**config.mk**
```make
export PLATFORM = sky130hd
export DESIGN_NAME = mmu_client
export DESIGN_NICKNAME = d
export VERILOG_FILES = /design/src/rtl/mmu_client.sv
export SDC_FILE = /design/constraint.sdc
export NUM_CORES = 1
export LEC_CHECK = 0
export CAP_MARGIN = 20
export CORE_ASPECT_RATIO = 1.1
export CORE_MARGIN = 10
export CORE_UTILIZATION = 52
export CTS_CLUSTER_DIAMETER = 30
export DETAILED_ROUTE_END_ITERATION = 10
export GPL_TIMING_DRIVEN = 0
export PLACE_DENSITY = 0.95
export SYNTH_ARGS = -nofsm -noshare
export SYNTH_HDL_FRONTEND = slang
export SYNTH_SLANG_ARGS = --single-unit
```
**constraint.sdc**
```tcl
create_clock -name clk -period 5.7 [get_ports clk]
set_clock_uncertainty 0.1 [all_clocks]
set_input_delay 1.425 -clock clk [delete_from_list [all_inputs] [get_ports clk]]
set_output_delay 1.425 -clock clk [all_outputs]
set_load 0.02 [all_outputs]
```
**src/rtl/mmu_client.sv**
```systemverilog
// mmu_client: host-side requester for mmu_top. Hands out request IDs from a
// private pool, submits alloc/free requests, arbitrates the two MMU response
// FIFOs into a single completion register and flags unmatched responses.
module mmu_client #(
  parameter int ID_W  = 4,
  parameter int CNT_W = 4,
  parameter int IDX_W = 12,
  parameter int RSN_W = 2
) (
  input  logic              clk,
  input  logic              rst,
  input  logic              cmd_valid,
  output logic              cmd_ready,
  input  logic              cmd_is_free,
  input  logic [CNT_W-1:0]  cmd_page_count,
  input  logic [IDX_W-1:0]  cmd_page_idx,
  output logic              alloc_req_submit,
  output logic              free_req_submit,
  output logic [ID_W-1:0]   req_id,
  output logic [CNT_W-1:0]  req_page_count,
  output logic [IDX_W-1:0]  req_page_idx,
  input  logic              alloc_req_fifo_full,
  input  logic              free_req_fifo_full,
  input  logic              alloc_rsp_fifo_not_empty,
  input  logic              free_rsp_fifo_not_empty,
  input  logic [ID_W-1:0]   alloc_rsp_id,
  input  logic [IDX_W-1:0]  alloc_rsp_page_idx,
  input  logic              alloc_rsp_fail,
  input  logic [RSN_W-1:0]  alloc_rsp_fail_reason,
  input  logic [ID_W-1:0]   free_rsp_id,
  input  logic              free_rsp_fail,
  input  logic [RSN_W-1:0]  free_rsp_fail_reason,
  output logic              alloc_rsp_pop,
  output logic              free_rsp_pop,
  output logic              done_valid,
  input  logic              done_ready,
  output logic              done_is_free,
  output logic [ID_W-1:0]   done_id,
  output logic [IDX_W-1:0]  done_page_idx,
  output logic              done_fail,
  output logic [RSN_W-1:0]  done_reason,
  output logic [ID_W:0]     outstanding,
  output logic              err_unexpected
);

  localparam int N = 1 << ID_W;

  // busy: ID in flight; kind: 1 when the in-flight request is a free
  logic [N-1:0]    busy;
  logic [N-1:0]    kind;
  logic [ID_W-1:0] free_id;
  logic            any_free;
  logic            accept;
  logic            can_load;
  logic            a_cand;
  logic            f_cand;
  logic            grant_alloc;
  logic            grant_free;
  logic            grant;
  logic [ID_W-1:0] g_id;
  logic            match;
  logic            rel_ok;
  logic            rr_ptr;   // 0 = alloc has priority on a tie

  // Lowest-numbered idle ID (scan from the top so the lowest wins)
  always_comb begin
    free_id  = '0;
    any_free = 1'b0;
    for (int i = N - 1; i >= 0; i--) begin
      if (!busy[i]) begin
        free_id  = ID_W'(i);
        any_free = 1'b1;
      end
    end
  end

  assign cmd_ready        = any_free & ~(cmd_is_free ? free_req_fifo_full : alloc_req_fifo_full);
  assign accept           = cmd_valid & cmd_ready;
  assign alloc_req_submit = accept & ~cmd_is_free;
  assign free_req_submit  = accept & cmd_is_free;
  assign req_id           = free_id;
  assign req_page_count   = cmd_page_count;
  assign req_page_idx     = cmd_page_idx;

  // Pops only happen when the completion register can take the response
  assign can_load    = ~done_valid | done_ready;
  assign a_cand      = alloc_rsp_fifo_not_empty & can_load;
  assign f_cand      = free_rsp_fifo_not_empty & can_load;
  assign grant_alloc = a_cand & (~f_cand | ~rr_ptr);
  assign grant_free  = f_cand & (~a_cand | rr_ptr);
  assign grant       = grant_alloc | grant_free;
  assign g_id        = grant_free ? free_rsp_id : alloc_rsp_id;
  assign match       = busy[g_id] & (kind[g_id] == grant_free);
  assign rel_ok      = grant & match;

  assign alloc_rsp_pop = grant_alloc;
  assign free_rsp_pop  = grant_free;

  // Pool bitmaps: the accepted ID is never busy, the released one always is,
  // so the set and clear never target the same bit
  always_ff @(posedge clk or posedge rst) begin
    if (rst) begin
      busy <= '0;
      kind <= '0;
    end else begin
      if (accept) begin
        busy[free_id] <= 1'b1;
        kind[free_id] <= cmd_is_free;
      end
      if (rel_ok) begin
        busy[g_id] <= 1'b0;
      end
    end
  end

  // Completion register, loaded from the granted response head
  always_ff @(posedge clk or posedge rst) begin
    if (rst) begin
      done_valid    <= 1'b0;
      done_is_free  <= 1'b0;
      done_id       <= '0;
      done_page_idx <= '0;
      done_fail     <= 1'b0;
      done_reason   <= '0;
    end else if (grant) begin
      done_valid    <= 1'b1;
      done_is_free  <= grant_free;
      done_id       <= g_id;
      done_page_idx <= grant_free ? '0 : alloc_rsp_page_idx;
      done_fail     <= grant_free ? free_rsp_fail : alloc_rsp_fail;
      done_reason   <= grant_free ? free_rsp_fail_reason : alloc_rsp_fail_reason;
    end else if (done_ready) begin
      done_valid    <= 1'b0;
    end
  end

  // Arbiter pointer flips after every grant
  always_ff @(posedge clk or posedge rst) begin
    if (rst) begin
      rr_ptr <= 1'b0;
    end else if (grant) begin
      rr_ptr <= ~rr_ptr;
    end
  end

  // Outstanding count and sticky protocol error
  always_ff @(posedge clk or posedge rst) begin
    if (rst) begin
      outstanding    <= '0;
      err_unexpected <= 1'b0;
    end else begin
      case ({accept, rel_ok})
        2'b10:   outstanding <= outstanding + 1'b1;
        2'b01:   outstanding <= outstanding - 1'b1;
        default: outstanding <= outstanding;
      endcase
      if (grant && !match) begin
        err_unexpected <= 1'b1;
      end
    end
  end

endmodule

```
==> results.toml, run 1 <==
[status]
status = "completed"

[cells_and_area]
layout.nets = 564
areaGrowthSynthToFinish_pct = 33.1
drive_above_1_share = 0.124
instances_no_fill = 597
diodes = 0

[cts]
clk_latency_ns = 0.35
cts_root_buf = "clkbuf_8"
postCtsSetupRepairBufs = 0
cts_buffers = 9
h-tree-depth = 3
cts_buffer_depth = 2
cts_tree = "done"
cts.sinks = 60
clkSlewWorstSetupHoldPaths_ns = 0.07

[setup_path]
cpMaxStageDelayCell = "clkdlybuf4s50_1"
reg2regPathDepth = 19
crit_chain = "clkdlybuf4s50_1, nor2b_1, buf_6, or3_1, buf_2, and3_4, or3_1, a221o_1, nand3_1, and3_1, ha_1, clkbuf_1, xor2_1, ha_1, nor3_1, a31oi_1, o22ai_1, nor2_1, a211oi_1, xor2_1"
r2r-start = "done_valid"
cp_max_fo = 9
required_ns = 5.86
critPathMaxStageDelay_ns = 0.47
end_kind = "register"
arrival_ns = 5.59
path_class = "input pin to register"
worstSetupStartpointType = "input pin"
r2r_setup_slack_ns = 1.39
timing.rr.end = "outstanding[4]"

[global_routing]
first_global_vias = 3659
grt_pass1_wl_mm = 18.5
grt_max_degree = 46
grt_antenna_before_repair = 0
grt_use_total = 0.212
grt-ovfl-total = 0

[yosys]
synth_top_area_frac = 0.414
yosysSeqAreaShare = 0.414
ys_top_cells_by_area = "dfrtp_1, nand2_1, mux2_2"
ys.flop_type = "dfrtp_1"
yosys_warnings = 0
syn-cell-area_sq_um = 3630
avgSynthCellArea_sq_um = 8.79
synth_top_area_cell = "dfrtp_1"
synth_cell_types = 52
synth_common_cells = "dfrtp_1, nand2_1, nor2_1, nand3_1, nor3_1"
async_flop_share = 1.00
syn_inst = 413
syn_nets = 467
ys_seq_elements = 60
synth_edf_count = 0

[timing]
worst_hold_slack_ns = 0.368
slew_headroom = 0.328
fin_crit_sh = 0.954
period_minus_slack_ns = 5.44
worstMarginPinSlew_ns = 0.997
grt_setup_unrepaired = "no"
finalHoldViolCount = 0
finalSetupViolations = 0
maxSlewViolCount = 0
timing.fmax_mhz = 184

[die]
num_io_pins = 103
die_area_sq_um = 10700
coreArea_sq_um = 6670
die_h_microns = 108
initial_core_util = 0.544
rows = 31
die_w_microns = 99.6

[power]
power_density_nw_per_um2 = 396
leakage_nw = 2.10
power_switching_w = 0.000736
p_int_w = 0.00118
p_seq_frac = 0.337
swShare = 0.385
combPwrFrac = 0.442
ir_drop_mv = 0.310
clkPwrFrac = 0.221

[drt]
drt-initial-drc-count = 348
drt_pass1_iterations = 5
routed_via_density = 6.12
wl_per_cell_microns = 19.2
via_count = 3655
routed_wl_mm = 11.5
drc = 0
ant_nets = 0

[hold_path]
min_to = "done_page_idx[3]"
min_path_type = "register to register"
holdCritStartpoint = "done_page_idx[3]"
hold_depth = 2

[placement]
port_buffers = 85
dp_cells = 581
dpl.hpwl_mm = 8.91
globalplace.congestion = 0.932

[flow_run]
maxCapViolCount = 0
power by group through the flow:
stage | Clock [W] | Sequential (W) | Combinational, W
2_1_floorplan | 0 | 0.000669 | 0.000482
3_5_place_dp | 0 | 0.000646 | 0.000834
3_3_place_gp | 0 | 0.000637 | 0.000813
5_1_grt | 0.000452 | 0.000654 | 0.000914
6_report | 0.000424 | 0.000644 | 0.000845
4_1_cts | 0.000430 | 0.000640 | 0.000839
sequential cells by signal (all words and copies together), names as in the netlist:
| register | count |
|---|---|
| busy | 16 |
| kind | 16 |
| done_page_idx | 12 |
| outstanding | 5 |
| done_id | 4 |
| done_reason | 2 |
| done_fail | 1 |
| done_is_free | 1 |
| done_valid | 1 |
| err_unexpected | 1 |
| rr_ptr | 1 |
area by class of cell:
class	instances	area [sq um]
tap	82	103
timing repair buffer	86	871
buffer	34	218
clock buffer	11	141
sequential	60	1500
clock inverter	5	75.1
multi-input combinational	304	1860
inverter	15	56.3
fill	486	1840
how the worst max path moves through the flow:
stage | cells after the start | to | slack, ns | startpoint
global route | 20 | outstanding[4] | 0.03 | alloc_rsp_fifo_not_empty
finish | 20 | outstanding[4] | 0.26 | alloc_rsp_fifo_not_empty
global placement | 19 | outstanding[4] | 0.18 | alloc_rsp_fifo_not_empty
CTS | 6 | free_req_submit | 0.26 | cmd_is_free
floorplan | 19 | outstanding[4] | 0.93 | alloc_rsp_fifo_not_empty
detailed placement | 19 | outstanding[4] | -0.05 | alloc_rsp_fifo_not_empty
metrics by stage:
step | TNS (ns) | area, sq um | power (W) | worst slack [ns] | util
3_5_place_dp | -0.0547 | 4600 | 0.00148 | -0.0547 | 0.690
4_1_cts | 0 | 4820 | 0.00191 | 0.263 | 0.722
6_report | 0 | 4830 | 0.00191 | 0.265 | 0.724
2_1_floorplan | 0 | 3630 | 0.00115 | 0.927 | -
5_1_grt | 0 | 4830 | 0.00202 | 0.0298 | 0.724
3_3_place_gp | 0 | 4580 | 0.00145 | 0.179 | 0.687
worst max-delay path: cells and delay by family:
family,cells,cell delay [ns]
AND/OR/NAND/NOR,8,1.58
buffers and inverters,4,1.02
AO/OA/AOI/OAI,4,0.82
adder cells (fa/ha/maj),2,0.39
XOR/XNOR,2,0.32
routing by layer:
layer / part of all wire / GRT usage / wire length [microns]
met1: 0.41 / 0.250 / 4670
met2: 0.47 / 0.350 / 5390
met3: 0.10 / 0.0719 / 1200
met4: 0.020 / 0.0779 / 229
met5: 0 / 0 / 0
cells in the final DEF, fill, tap and decap left out, drive strengths merged, types with 3 or more instances in the layout:
cell type	n
mux2	14
o22ai	3
nand4	6
nor3	19
dfrtp	60
nand3b	3
nor2	41
clkbuf	21
o21a	4
o31ai	4
a21boi	4
mux2i	12
inv	15
and2	4
xor2	4
clkinv	3
a21oi	15
a2bb2oi	8
o211ai	6
nor2b	7
nand2	60
a211oi	4
buf	25
ha	3
and3	4
nand2b	7
o21ai	15
a31oi	9
nand3	19
xnor2	3
clkdlybuf4s50	85
o31a	3
logic make-up (layout without fill, tap and decap cells):
| kind of cell | count (synthesis) | after routing | synth area share |
|---|---|---|---|
| AO/OA/AOI/OAI | 90 | 90 | 0.172 |
| buffers and inverters | 49 | 151 | 0.0752 |
| flip-flops | 60 | 60 | 0.414 |
| adder cells (fa/ha/maj) | 3 | 3 | 0.0103 |
| AND/OR/NAND/NOR | 176 | 176 | 0.223 |
| multiplexers | 28 | 28 | 0.0890 |
| XOR/XNOR | 7 | 7 | 0.0169 |
timing repair:
action | in CTS | in global routing
resized for setup | 0 | 4
setup endpoints to repair | 0 | 1
hold buffers | 0 | 0
Note: power is estimated with default switching activity, not from simulation.
==> run 2: changes to the inputs <==
--- a/config.mk
+++ b/config.mk
@@ -13,6 +13,7 @@
 export DETAILED_ROUTE_END_ITERATION = 10
 export GPL_TIMING_DRIVEN = 0
 export PLACE_DENSITY = 0.95
+export REMOVE_ABC_BUFFERS = 1
 export SYNTH_ARGS = -nofsm -noshare
 export SYNTH_HDL_FRONTEND = slang
 export SYNTH_SLANG_ARGS = --single-unit
==> run 2 against run 1 <==
Net effect: routed wire length decreased by 8.3%; register-to-register slack improved by 0.23 ns; largest power group unchanged; highest routed layer unchanged; flip-flop and latch count unchanged; combinational power decreased by 7.1%; worst hold slack improved by 0.0040 ns.
==> results.toml, run 2 (synthesis gave the netlist of run 1 again) <==
[power]
combPwrFrac = 0.432
power_switching_w = 0.000700
p_seq_frac = 0.354
ir_drop_mv = 0.373
clkPwrFrac = 0.214
power_density_nw_per_um2 = 406
p_int_w = 0.00112
swShare = 0.385
leakage_nw = 1.91

[drt]
drc = 0
drt-initial-drc-count = 401
ant_nets = 0
routed_via_density = 6.17
wl_per_cell_microns = 19.2
via_count = 3389
drt_pass1_iterations = 5
routed_wl_mm = 10.5

[die]
die_w_microns = 99.6
coreArea_sq_um = 6670
num_io_pins = 103
die_area_sq_um = 10700
rows = 31
initial_core_util = 0.544
die_h_microns = 108

[status]
status = "completed"

[timing]
timing.fmax_mhz = 184
finalHoldViolCount = 0
fin_crit_sh = 0.953
finalSetupViolations = 0
worstMarginPinSlew_ns = 0.955
slew_headroom = 0.356
grt_setup_unrepaired = "yes"
period_minus_slack_ns = 5.43
maxSlewViolCount = 0

[global_routing]
grt_antenna_before_repair = 0
grt_use_total = 0.197
grt_pass1_wl_mm = 17.3
first_global_vias = 3419
grt_max_degree = 45
grt-ovfl-total = 0

[cts]
h-tree-depth = 3
cts_buffers = 9
cts_root_buf = "clkbuf_8"
holdBufCountCts = 0
cts_buffer_depth = 2
cts.sinks = 60
clk_latency_ns = 0.34
cts_tree = "done"
clkSlewWorstSetupHoldPaths_ns = 0.06

[hold_path]
min_path_type = "register to register"
holdCritStartpoint = "done_page_idx[11]"

[cells_and_area]
design_area_sq_um = 4470
drive_above_1_share = 0.0921
final_common_cell = "clkdlybuf4s50_1"
reg_top3 = "busy: 16 flops, kind: 16 flops, done_page_idx: 12 flops"
areaGrowthSynthToFinish_pct = 23.3
layout.nets = 516
layout_common_cells = "clkdlybuf4s50_1, nand2_1, dfrtp_1, nor2_1, nor3_1"
post-route-util = 0.670
diodes = 0

[placement]
dpl.hpwl_mm = 7.97
port_buffers = 70
globalplace.congestion = 0.949
dpl_cell_area_sq_um = 4250

[setup_path]
arrival_ns = 5.59
cp_max_fo = 12
path_class = "input pin to register"
required_ns = 5.86
startpoint = "free_rsp_fifo_not_empty"
end_kind = "register"
worstSetupStartpointType = "input pin"
r2r-start = "done_valid"

[flow_run]
maxCapViolCount = 0
-- run 2: cell count changes in the layout (fill, tap and decap cells not counted), sizes merged --
cell and delta:
bufinv -1, clkinv -1, clkinvlp +1, buf -23
dlymetal6s2s +1, clkdlybuf4s50 -16, clkbuf -9
-- run 2: worst paths after layout --
path                                endpoint  slack, ns  cells past startpoint
max                           outstanding[4]       0.27                     17
min                        done_page_idx[11]       0.37                      2
max reg2reg                   outstanding[4]       1.62                     16
min reg2reg                done_page_idx[11]       0.37                      2
max in group asynchronous           kind[13]       3.64                      3
min in group asynchronous   done_page_idx[0]       1.30                      2
-- run 2: per-layer routing --
metal,track usage,wire length (microns),up-vias
met5,0,0,-
met4,0.0666,165,0
met3,0.0597,897,18
met2,0.332,5230,172
met1,0.233,4240,1635
li1,-,-,1564
-- run 2: through the flow --
stage / hold slack (ns) / TNS [ns] / setup slack [ns] / instances / total power (W)
2_1_floorplan: 0.374 / 0 / 0.699 / 379 / 0.00112
3_3_place_gp: 0.350 / -0.284 / -0.270 / 531 / 0.00140
3_5_place_dp: 0.359 / -0.556 / -0.419 / 533 / 0.00142
4_1_cts: 0.373 / 0 / 0.00369 / 549 / 0.00182
5_1_grt: 0.399 / -0.0381 / -0.0381 / 549 / 0.00193
6_report: 0.372 / 0 / 0.271 / 549 / 0.00182
-- run 2: final cells by class --
cell class	instances	area [sq um]
Clock buffer	12	155
Clock inverter	4	47.5
Fill cell	523	2200
Inverter	15	56.3
Multi-Input combinational cell	304	1880
Sequential cell	60	1500
Tap cell	82	103
Timing Repair Buffer	72	731
-- run 2: worst max-delay path, stage by stage --
cell             delay [ns]
clkdlybuf4s50_1        0.67
inv_1                  0.20
o31a_1                 0.41
nor2_2                 0.44
mux2_2                 0.40
a22oi_1                0.17
nand4_1                0.12
and3_1                 0.23
ha_1                   0.27
xor2_1                 0.17
ha_1                   0.23
nor3_1                 0.15
a31oi_1                0.06
o22ai_1                0.13
nor2_1                 0.05
a211oi_1               0.27
xor2_1                 0.18
-- run 2: power by group through the flow --
stage	Combinational, W	Clock [W]	Sequential (W)
after floorplan	0.000446	0	0.000670
after global placement	0.000758	0	0.000639
after detailed placement	0.000779	0	0.000646
after CTS	0.000783	0.000393	0.000641
after global routing	0.000859	0.000411	0.000657
final	0.000785	0.000389	0.000643
-- run 2: timing repair --
action / in CTS / in global routing
endpoints found under the hold margin: 0 / 0
setup buffers: 0 / 0
gates cloned: 0 / 0
setup endpoints to repair: 1 / 3
gates resized for setup: 1 / 5
==> run 3: changes to the inputs <==
--- a/config.mk
+++ b/config.mk
@@ -17,3 +17,4 @@
 export SYNTH_ARGS = -nofsm -noshare
 export SYNTH_HDL_FRONTEND = slang
 export SYNTH_SLANG_ARGS = --single-unit
+export TNS_END_PERCENT = 1
==> results of run 3 <==
The final DEF is identical to that of run 2; final timing and power are the same.
